==> src/rtl/hazard_ctrl.sv <==
// rtl/hazard_ctrl.sv - ID/EXE hazard detection, stall sequencing and stall/flush event counters
module hazard_ctrl #(
    parameter int REG_ADDR_W = 5,
    parameter int CNT_W      = 16
) (
    input  logic                  clk,
    input  logic                  nReset,
    input  logic [REG_ADDR_W-1:0] id_rs1,
    input  logic [REG_ADDR_W-1:0] id_rs2,
    input  logic                  id_use_rs1,
    input  logic                  id_use_rs2,
    input  logic                  id_early,
    input  logic [REG_ADDR_W-1:0] ex_rd,
    input  logic                  ex_mem_r_en,
    input  logic                  ex_reg_w_en,
    input  logic                  ex_branch_tk,
    input  logic                  cnt_clr,
    output logic                  pc_write_en,
    output logic                  ifid_write_en,
    output logic                  stall,
    output logic                  stall_twice,
    output logic                  flush,
    output logic [CNT_W-1:0]      stall_cnt,
    output logic [CNT_W-1:0]      flush_cnt
);

    typedef enum logic {
        S_IDLE = 1'b0,
        S_HOLD = 1'b1
    } state_t;

    localparam logic [CNT_W-1:0] CNT_MAX = '1;

    state_t state;
    state_t state_nxt;
    logic   dep;
    logic   hz1;
    logic   hz2;

    // x0 is hardwired to zero, so a write to it never creates a dependency
    always_comb begin
        dep = (ex_rd != '0) &&
              ((id_use_rs1 && (id_rs1 == ex_rd)) || (id_use_rs2 && (id_rs2 == ex_rd)));
        hz2 = dep && id_early && ex_mem_r_en;
        hz1 = dep && !hz2 && (ex_mem_r_en || (id_early && ex_reg_w_en));
    end

    always_ff @(posedge clk or negedge nReset) begin
        if (!nReset) begin
            state <= S_IDLE;
        end else begin
            state <= state_nxt;
        end
    end

    always_comb begin
        state_nxt = S_IDLE;
        if (state == S_IDLE && !ex_branch_tk && hz2) begin
            state_nxt = S_HOLD;
        end
    end

    // A taken branch overrides any stall, including the second cycle of a two-cycle stall
    always_comb begin
        pc_write_en   = 1'b0;
        ifid_write_en = 1'b0;
        stall         = 1'b0;
        stall_twice   = 1'b0;
        flush         = 1'b0;
        if (nReset) begin
            if (ex_branch_tk) begin
                flush         = 1'b1;
                pc_write_en   = 1'b1;
                ifid_write_en = 1'b1;
            end else if (state == S_HOLD) begin
                stall = 1'b1;
            end else if (hz2) begin
                stall       = 1'b1;
                stall_twice = 1'b1;
            end else if (hz1) begin
                stall = 1'b1;
            end else begin
                pc_write_en   = 1'b1;
                ifid_write_en = 1'b1;
            end
        end
    end

    always_ff @(posedge clk or negedge nReset) begin
        if (!nReset) begin
            stall_cnt <= '0;
            flush_cnt <= '0;
        end else if (cnt_clr) begin
            stall_cnt <= '0;
            flush_cnt <= '0;
        end else begin
            if (stall && stall_cnt != CNT_MAX) begin
                stall_cnt <= stall_cnt + 1'b1;
            end
            if (flush && flush_cnt != CNT_MAX) begin
                flush_cnt <= flush_cnt + 1'b1;
            end
        end
    end

endmodule

==> config.mk <==
export PLATFORM = sky130hd
export DESIGN_NAME = hazard_ctrl
export DESIGN_NICKNAME = d
export VERILOG_FILES = /design/src/rtl/hazard_ctrl.sv
export SDC_FILE = /design/constraint.sdc
export NUM_CORES = 1
export LEC_CHECK = 0
export BUFFER_PORTS_ARGS = -buffer_cell sky130_fd_sc_hd__buf_2
export CELL_PAD_IN_SITES_DETAIL_PLACEMENT = 1
export CELL_PAD_IN_SITES_GLOBAL_PLACEMENT = 1
export CORE_UTILIZATION = 41
export DETAILED_ROUTE_END_ITERATION = 12
export GPL_TIMING_DRIVEN = 0
export PLACE_DENSITY_LB_ADDON = 0.1
export SLEW_MARGIN = 5
export SYNTH_ARGS = -nofsm -noshare
export SYNTH_HDL_FRONTEND = slang
export SYNTH_SLANG_ARGS = --single-unit
==> constraint.sdc <==
create_clock -name clk -period 4.92 [get_ports clk]
set_clock_uncertainty 0.05 [all_clocks]
set_input_delay 0 -clock clk [delete_from_list [all_inputs] [get_ports clk]]
set_output_delay 0 -clock clk [all_outputs]
set_load 0.1 [all_outputs]
* Word level (Yosys, flattened, before mapping)
Index checks and enable logic that the tools add are counted.
** Cells by class
- Add/sub/neg operators :: 2
- Bitwise operators :: 1
- Reductions and logical operators :: 19
- Magnitude comparators :: 0
- Multipliers :: 0
- Mux-type cells :: 21
- Shifts and indexed selects :: 0
- Divide/modulo/power cells :: 0
- Equality and inequality tests :: 4
** Operator list (count)
- 2-to-1 mux 16 bit :: 4
- adder 16 x 1 -> 16 bit, second input constant :: 2
- inequality test 16 bit, second input constant :: 2
- 2-to-1 mux 1 bit :: 17
- logical AND 1 bit :: 12
- == test 5 bit :: 2
- nonzero test 5 bit :: 1
- nonzero test 2 bit :: 2
- zero test 1 bit :: 2
- logical OR 1 bit :: 2
- NOT 1 bit :: 1
** Storage, ports and cells
- Memory bits (read-only) :: 0
- Output and inout port bits :: 37
- Bits of input ports :: 24
- Memories kept :: 0
- Latch bits :: 0
- Memory bits (writable) :: 0
- Register bits :: 33

* Longest topological paths before layout
Gate-level depths: netlist of run 1.
- Word-level depth :: 17
- Gate-level depth with buffers :: 8
- Depth with buffers taken out :: 6

* Least setup slack after synthesis of run 1
No wires, ideal clock.
- Path kind :: register -> register
- Start point :: register stall_cnt[2]
- End point :: register stall_cnt[15]
- Setup slack :: 2301 ps
- Data required time :: 4792 ps
- Arrival time :: 2491 ps
- Clock period less this slack :: 2619 ps
- Stages on the path, launching flop included :: 7
- Cells stage by stage :: dfrtp_1 -> nand4_1 -> nor3_2 -> and4_1 -> nand4_1 -> or4_1 -> a21oi_1
** On the way
- Cells in the longest elaborated chain, start to end :: 3
- Elaborated cells on any way between the ends :: 6
- Those cells by class :: add/sub: 1; eq/ne: 1; mux: 2; reduce/logical: 2
** Ends and longest elaborated chain
- start, declared :: line 23 : output logic [CNT_W-1:0] stall_cnt,
- start signal, assigned :: line 98 : stall_cnt <= stall_cnt + 1'b1;
- adder 16 x 1 -> 16 bit or inequality test 16 bit (tied branches) :: line 98, 97
- 2-to-1 mux 16 bit or logical AND 1 bit (tied branches) :: line 97 : if (stall && stall_cnt != CNT_MAX) begin
- 2-to-1 mux 16 bit or nonzero test 2 bit (tied branches)
Several ways; a longest one is shown, not always the timed one. The select of a mux whose other input is x is not followed.
A chain may end at the register's enable or synchronous reset.

* Worst setup path after layout of run 1
- Start point :: input port nReset
- End point :: output port stall_twice
** On the way
- Cells in the longest elaborated chain, start to end :: 1
** Ends and longest elaborated chain
- start, declared :: line 7 : input logic nReset,
- 2-to-1 mux 1 bit :: line 70 : if (nReset) begin
- end, declared :: line 21 : output logic stall_twice,
Every way passes these cells.

==> reports/metrics.cfg, run 1 <==
[synthesis]
synth_top_area_cell = dfrtp_1
synth_top_area_share_pct = 40.52
synthArstFlopShare_pct = 100.0
netlist_area_sq_um = 2038
synthTopCellsByArea = dfrtp_1 (41%), xnor2_1 (8.2%), nor2_1 (4.6%), or4_1 (4.4%), o31ai_1 (4.1%)
synth_cells = 225
yosys_warnings = 0
synth_seq_cells = 33
synth_seq_area_share_pct = 40.52
yosys_most_used_dff = dfrtp_1
syn_nets = 251
synth_cell_type_count = 41
synth-edff-count = 0
synth.avg_cell_area_sq_um = 9.059

[floorplan]
rows = 25
die_x_um = 72.51
initial_core_util_pct = 42.87
core_sq_um = 4755
die-height_um = 72.51
io_pins = 61
design.die.area_sq_um = 5257

[final_layout]
final_util_pct = 53.39
fillers = 611
design_area_sq_um = 2539
mostFrequentLayoutCell = buf_2
final_cells = 363
layout-drive-gt1-share_pct = 27.36
num_antenna_cells = 0
finalNetCount = 321
final_cell_mix = buf_2 (61), dfrtp_1 (33), nor2_1 (25)
area_growth_pct = 24.55

[clocking]
cts_made_buffers = 5
cts_buffer_depth = 2
cts-root-buf = clkbuf_8
clk_pin_slew_worst_paths_ns = 0.07
clk_latency_ns = 0.29
post_cts_resized = 0
htreeDepth = 2
cts_sinks = 33
cts_tree = built

[pwr]
ir_drop_mv = 0.1211
power.density_nw_per_um2 = 218.5
internal_power_mw = 0.3918
power.switching_mw = 0.1629
comb_power_share_pct = 12.9
swShare_pct = 29.37
p_clk_share_pct = 37.7
p_leak_nw = 1.113
total_power_mw = 0.5547
pwr-share-seq_pct = 49.3

[drt]
drcViolationCount = 0
highest_layer = met4
vias = 2037
m1WireLength_mm = 2.792
wl_per_cell_um = 16.30
wl_met3_um = 312
dr_wl_met2_mm = 2.736
drtIter0Drc = 89
drt_pre_antenna_iters = 6
drtAntennaViolNets = 0
routed_wl_mm = 5.917
via_per_inst = 5.612

[worst_setup_path]
critical_path.max_stage_delay_ns = 0.64
critical_path_class = in -> out
path_cells = dlygate4sd3_1 -> buf_2 -> nand2b_1 -> clkbuf_1 -> clkbuf_1 -> nor2_1 -> buf_2
required_ns = 4.87
critPathSlowestCell = buf_2
cp-start-kind = input port
crit_arrival_ns = 2.61
end_kind = output pin
cp_top_family = buffers and inverters
worstPathBufferInverterCount = 5
crit_path_max_fanout = 36

[global_route]
grt_start_max_net_pins = 37
grt_use_total_pct = 24.10
grt_pass1_vias = 2015
overflow = 0
antenna_found_initial = 0
grt_pass1_wl_mm = 9.756

[worst_hold_path]
hp-class = in -> reg

[run_status]
status = complete, no violations

[sta]
postLayoutSetupSlackWorst_ns = 2.260
hold_violations = 0
timing.final.crit_share_pct = 54.06
slew_headroom_pct = 46.38
timing.hold.ws_ns = 0.06984
fin_tns_setup_ns = 0
rsz0062_at_grt = false
period_minus_slack_ns = 2.660
worstMarginPinSlew_ns = 0.8043
slew_violations = 0
timing.fmax_mhz = 376.0
setup_viol = 0

[placed_design]
globalplace.congestion = 0.7905
placed_cell_area_sq_um = 2422
portBuffers = 60
placed_cells = 352
dp_slack_ns = 2.669
dp_hpwl_mm = 4.325

[flow_run]
maxCapViolations = 0

## timing repair
item,in CTS,in global routing
buffers inserted,0,0
hold buffers,3,0
hold endpoints to repair,34,0
## state kept, by name (all words and copies together), names as in the netlist
name       cells
flush_cnt     16
state          1
stall_cnt     16
## synthesized netlist by cell type, drive strengths merged (4+ instances only)
cell type	number
dfrtp	33
nor2	25
xnor2	19
nand3	14
a21oi	13
nand4	13
or4	12
nor3	11
o31ai	11
nand2	10
clkbuf	7
and3	5
buf	5
inv	5
nor4	4
xor2	4
## logic make-up (layout without fill, tap and decap cells)
family                   Yosys count  count (layout)  share of synthesized area, %
AND/OR/NAND/NOR                  111             111                         30.39
flip-flops                        33              33                         40.52
adder cells (fa/ha/maj)            2               2                         1.228
XOR/XNOR                          23              23                         9.883
AO/OA/AOI/OAI                     35              35                         11.54
multiplexers                       4               4                         2.517
buffers and inverters             17              88                         3.928
## layer usage
metal / global-route usage (%) / up-vias
met2: 39.15 / 66
met5: 0 / -
met3: 5.417 / 8
li1: - / 971
met4: 7.625 / 0
met1: 31.90 / 992
## power by group through the flow
| stage | logic (mW) | clock network (mW) | registers [mW] |
|---|---|---|---|
| floorplan | 0.0346 | 0 | 0.287 |
| global placement | 0.0704 | 0 | 0.279 |
| detailed placement | 0.0717 | 0 | 0.279 |
| CTS | 0.0731 | 0.214 | 0.274 |
| global route | 0.0782 | 0.224 | 0.274 |
| finish | 0.0718 | 0.209 | 0.274 |
## layout make-up
cell class | count | area, sq um | share of cell area [%]
Timing Repair Buffer | 63 | 330.3 | 13.01
Inverter | 5 | 18.77 | 0.7393
Clock buffer | 5 | 68.82 | 2.711
Tap cell | 67 | 83.83 | 3.302
Multi-Input combinational cell | 175 | 1132 | 44.60
Sequential cell | 33 | 825.8 | 32.53
Clock inverter | 3 | 17.52 | 0.6900
Buffer | 12 | 61.31 | 2.415
## tightest hold or removal path, cell delays in order
cell and delay (ns):
buf_2 0.15, nor2_1 0.10, mux2_1 0.12
## path summary, 6_finish.rpt
| check | slack (ns) | endpoint | cells after the start | startpoint |
|---|---|---|---|---|
| worst max-delay path | 2.26 | stall_twice | 7 | nReset |
| worst min-delay path | 0.07 | stall_cnt[10] | 3 | cnt_clr |
| worst max register to register | 2.73 | stall_cnt[6] | 6 | stall_cnt[2] |
| worst min register to register | 0.55 | stall_cnt[9] | 2 | stall_cnt[9] |
| max in group asynchronous | 4.02 | stall_cnt[10] | 2 | nReset |
| min in group asynchronous | 0.28 | stall_cnt[12] | 2 | nReset |
Power figures use the tool's default switching activity.
==> run 2: changes to the inputs <==
Settings changed: CORE_UTILIZATION 41 to 38.
Clock period 4.92 ns to 2.75 ns, I/O delays scaled along.
==> run 2 against run 1 <==
Final cell count rose by 0.83%. Sequential cell count did not move. Critical endpoint unchanged. Utilization is 3.9 points lower. Worst setup slack worse by 2.0 ns. Via count is 2.0% lower. First-iteration DRC count rose by 4.5%. Clock power is 78% higher. Clock-buffer cell count did not move. Sequential share of layout area is 0.080 points lower. Power is 78% higher.
==> reports/metrics.cfg, run 2 (synthesis gave the netlist of run 1 again) <==
[drt]
drtIter0Drc = 93
drt_pre_antenna_iters = 4
routed_wl_mm = 5.795
dr_wl_met2_mm = 2.676
drtAntennaViolNets = 0
drcViolationCount = 0
vias = 1997
highest_layer = met4
m1WireLength_mm = 2.830
wl_met3_um = 229
wl_per_cell_um = 15.83
via_per_inst = 5.456

[worst_setup_path]
crit_arrival_ns = 2.43
crit_start = nReset
end_kind = output pin
crit_path_max_fanout = 36
required_ns = 2.70
critical_path_class = in -> out
cp-start-kind = input port
r2r_start = stall_cnt[2]

[pwr]
p_clk_share_pct = 37.6
power.density_nw_per_um2 = 388.6
comb_power_share_pct = 12.9
internal_power_mw = 0.7013
swShare_pct = 29.08
pwr-share-seq_pct = 49.5
power.switching_mw = 0.2876
p_leak_nw = 1.114
ir_drop_mv = 0.2409

[placed_design]
globalplace.congestion = 0.8124
portBuffers = 60
dp_hpwl_mm = 4.188

[final_layout]
multi_input_area_sq_um = 1132
seq_area_sq_um = 825.8
layout-drive-gt1-share_pct = 27.36
finalNetCount = 321
top_regs = flush_cnt x16, stall_cnt x16, state x1
area_growth_pct = 24.86
fillers = 650
num_antenna_cells = 0
mostFrequentLayoutCell = buf_2
final_util_pct = 49.51
final_cell_mix = buf_2 (60), dfrtp_1 (33), nor2_1 (25)

[sta]
fin_tns_setup_ns = 0
timing.fmax_mhz = 402.5
setup_viol = 0
timing.final.crit_share_pct = 90.34
rsz0062_at_grt = false
hold_violations = 0
period_minus_slack_ns = 2.484
worstMarginPinSlew_ns = 0.7142
slew_violations = 0
slew_headroom_pct = 52.16

[floorplan]
initial_core_util_pct = 39.65
die-height_um = 75.24
io_pins = 61
die_x_um = 75.24
rows = 26
core_sq_um = 5140
design.die.area_sq_um = 5660

[clocking]
cts_tree = built
cts_buffer_depth = 2
clk_pin_slew_worst_paths_ns = 0.08
clk_latency_ns = 0.29
cts-root-buf = clkbuf_8
cts_sinks = 33
cts_setup_buffers = 0
htreeDepth = 2
cts_made_buffers = 5

[flow_run]
maxCapViolations = 0

[global_route]
grt_use_total_pct = 21.84
grt_start_max_net_pins = 37
grt_pass1_wl_mm = 9.197
overflow = 0
grt_pass1_vias = 1917
antenna_found_initial = 0

[worst_hold_path]
hp-class = in -> reg
worstHoldStart = cnt_clr

[run_status]
status = complete, no violations

[run 2: cell types whose count changed in the layout (fill, tap and decap cells not counted), sizes merged]
cell / previous run / this run
buf: 65 / 64
clkbuf: 12 / 13
[run 2: metrics by stage]
step / area [sq um] / hold slack, ns / total power [mW] / setup slack [ns] / cells
4_1_cts: 2542 / 0.04671 / 1.005 / 0.07063 / 366
6_report: 2545 / 0.05218 / 0.9889 / 0.2657 / 366
3_5_place_dp: 2426 / 0.1007 / 0.6260 / 0.4476 / 355
2_1_floorplan: 2038 / -0.3456 / 0.5752 / 0.1308 / 225
5_1_grt: 2545 / 0.05819 / 1.031 / 0.08893 / 366
3_3_place_gp: 2426 / 0.09303 / 0.6237 / 0.4733 / 355
[run 2: power groups by stage]
stage / Sequential [mW] / Combinational (mW) / Clock (mW)
floorplan: 0.513 / 0.0618 / 0
global placement: 0.499 / 0.125 / 0
detailed placement: 0.499 / 0.127 / 0
CTS: 0.489 / 0.129 / 0.387
global route: 0.490 / 0.138 / 0.403
finish: 0.489 / 0.128 / 0.372
[run 2: per-layer routing]
layer	track usage, %	up-vias
li1	-	967
met1	29.98	973
met2	35.04	51
met3	4.685	6
met4	5.761	0
met5	0	-
[run 2: cell type report]
class / instances / share of cell area, %
Clock inverter: 3 / 0.6883
Sequential cell: 33 / 32.45
Timing Repair Buffer: 63 / 13.08
Tap cell: 70 / 3.441
Multi-Input combinational cell: 175 / 44.49
Buffer: 12 / 2.409
Inverter: 5 / 0.7375
Clock buffer: 5 / 2.704
[run 2: timing repair]
action / 4_1_cts / 5_1_grt
endpoints found under the hold margin: 34 / 0
endpoints found under the setup margin: 0 / 2
gates resized for setup: 0 / 1
hold buffers: 3 / 0
[run 2: worst max-delay path, cell delays in order]
cell and delay, ns:
dlygate4sd3_1 0.53, clkbuf_4 0.36, nand2b_1 0.24, clkbuf_1 0.40, clkbuf_1 0.51, nor2_1 0.07
buf_2 0.31
[run 2: final timing paths]
kind	endpoint	cells past startpoint	slack (ns)
max	stall_twice	7	0.27
min	flush_cnt[15]	3	0.05
max reg2reg	stall_cnt[10]	5	0.56
min reg2reg	stall_cnt[7]	2	0.54
max in group asynchronous	stall_cnt[1]	2	2.12
min in group asynchronous	stall_cnt[8]	2	0.19
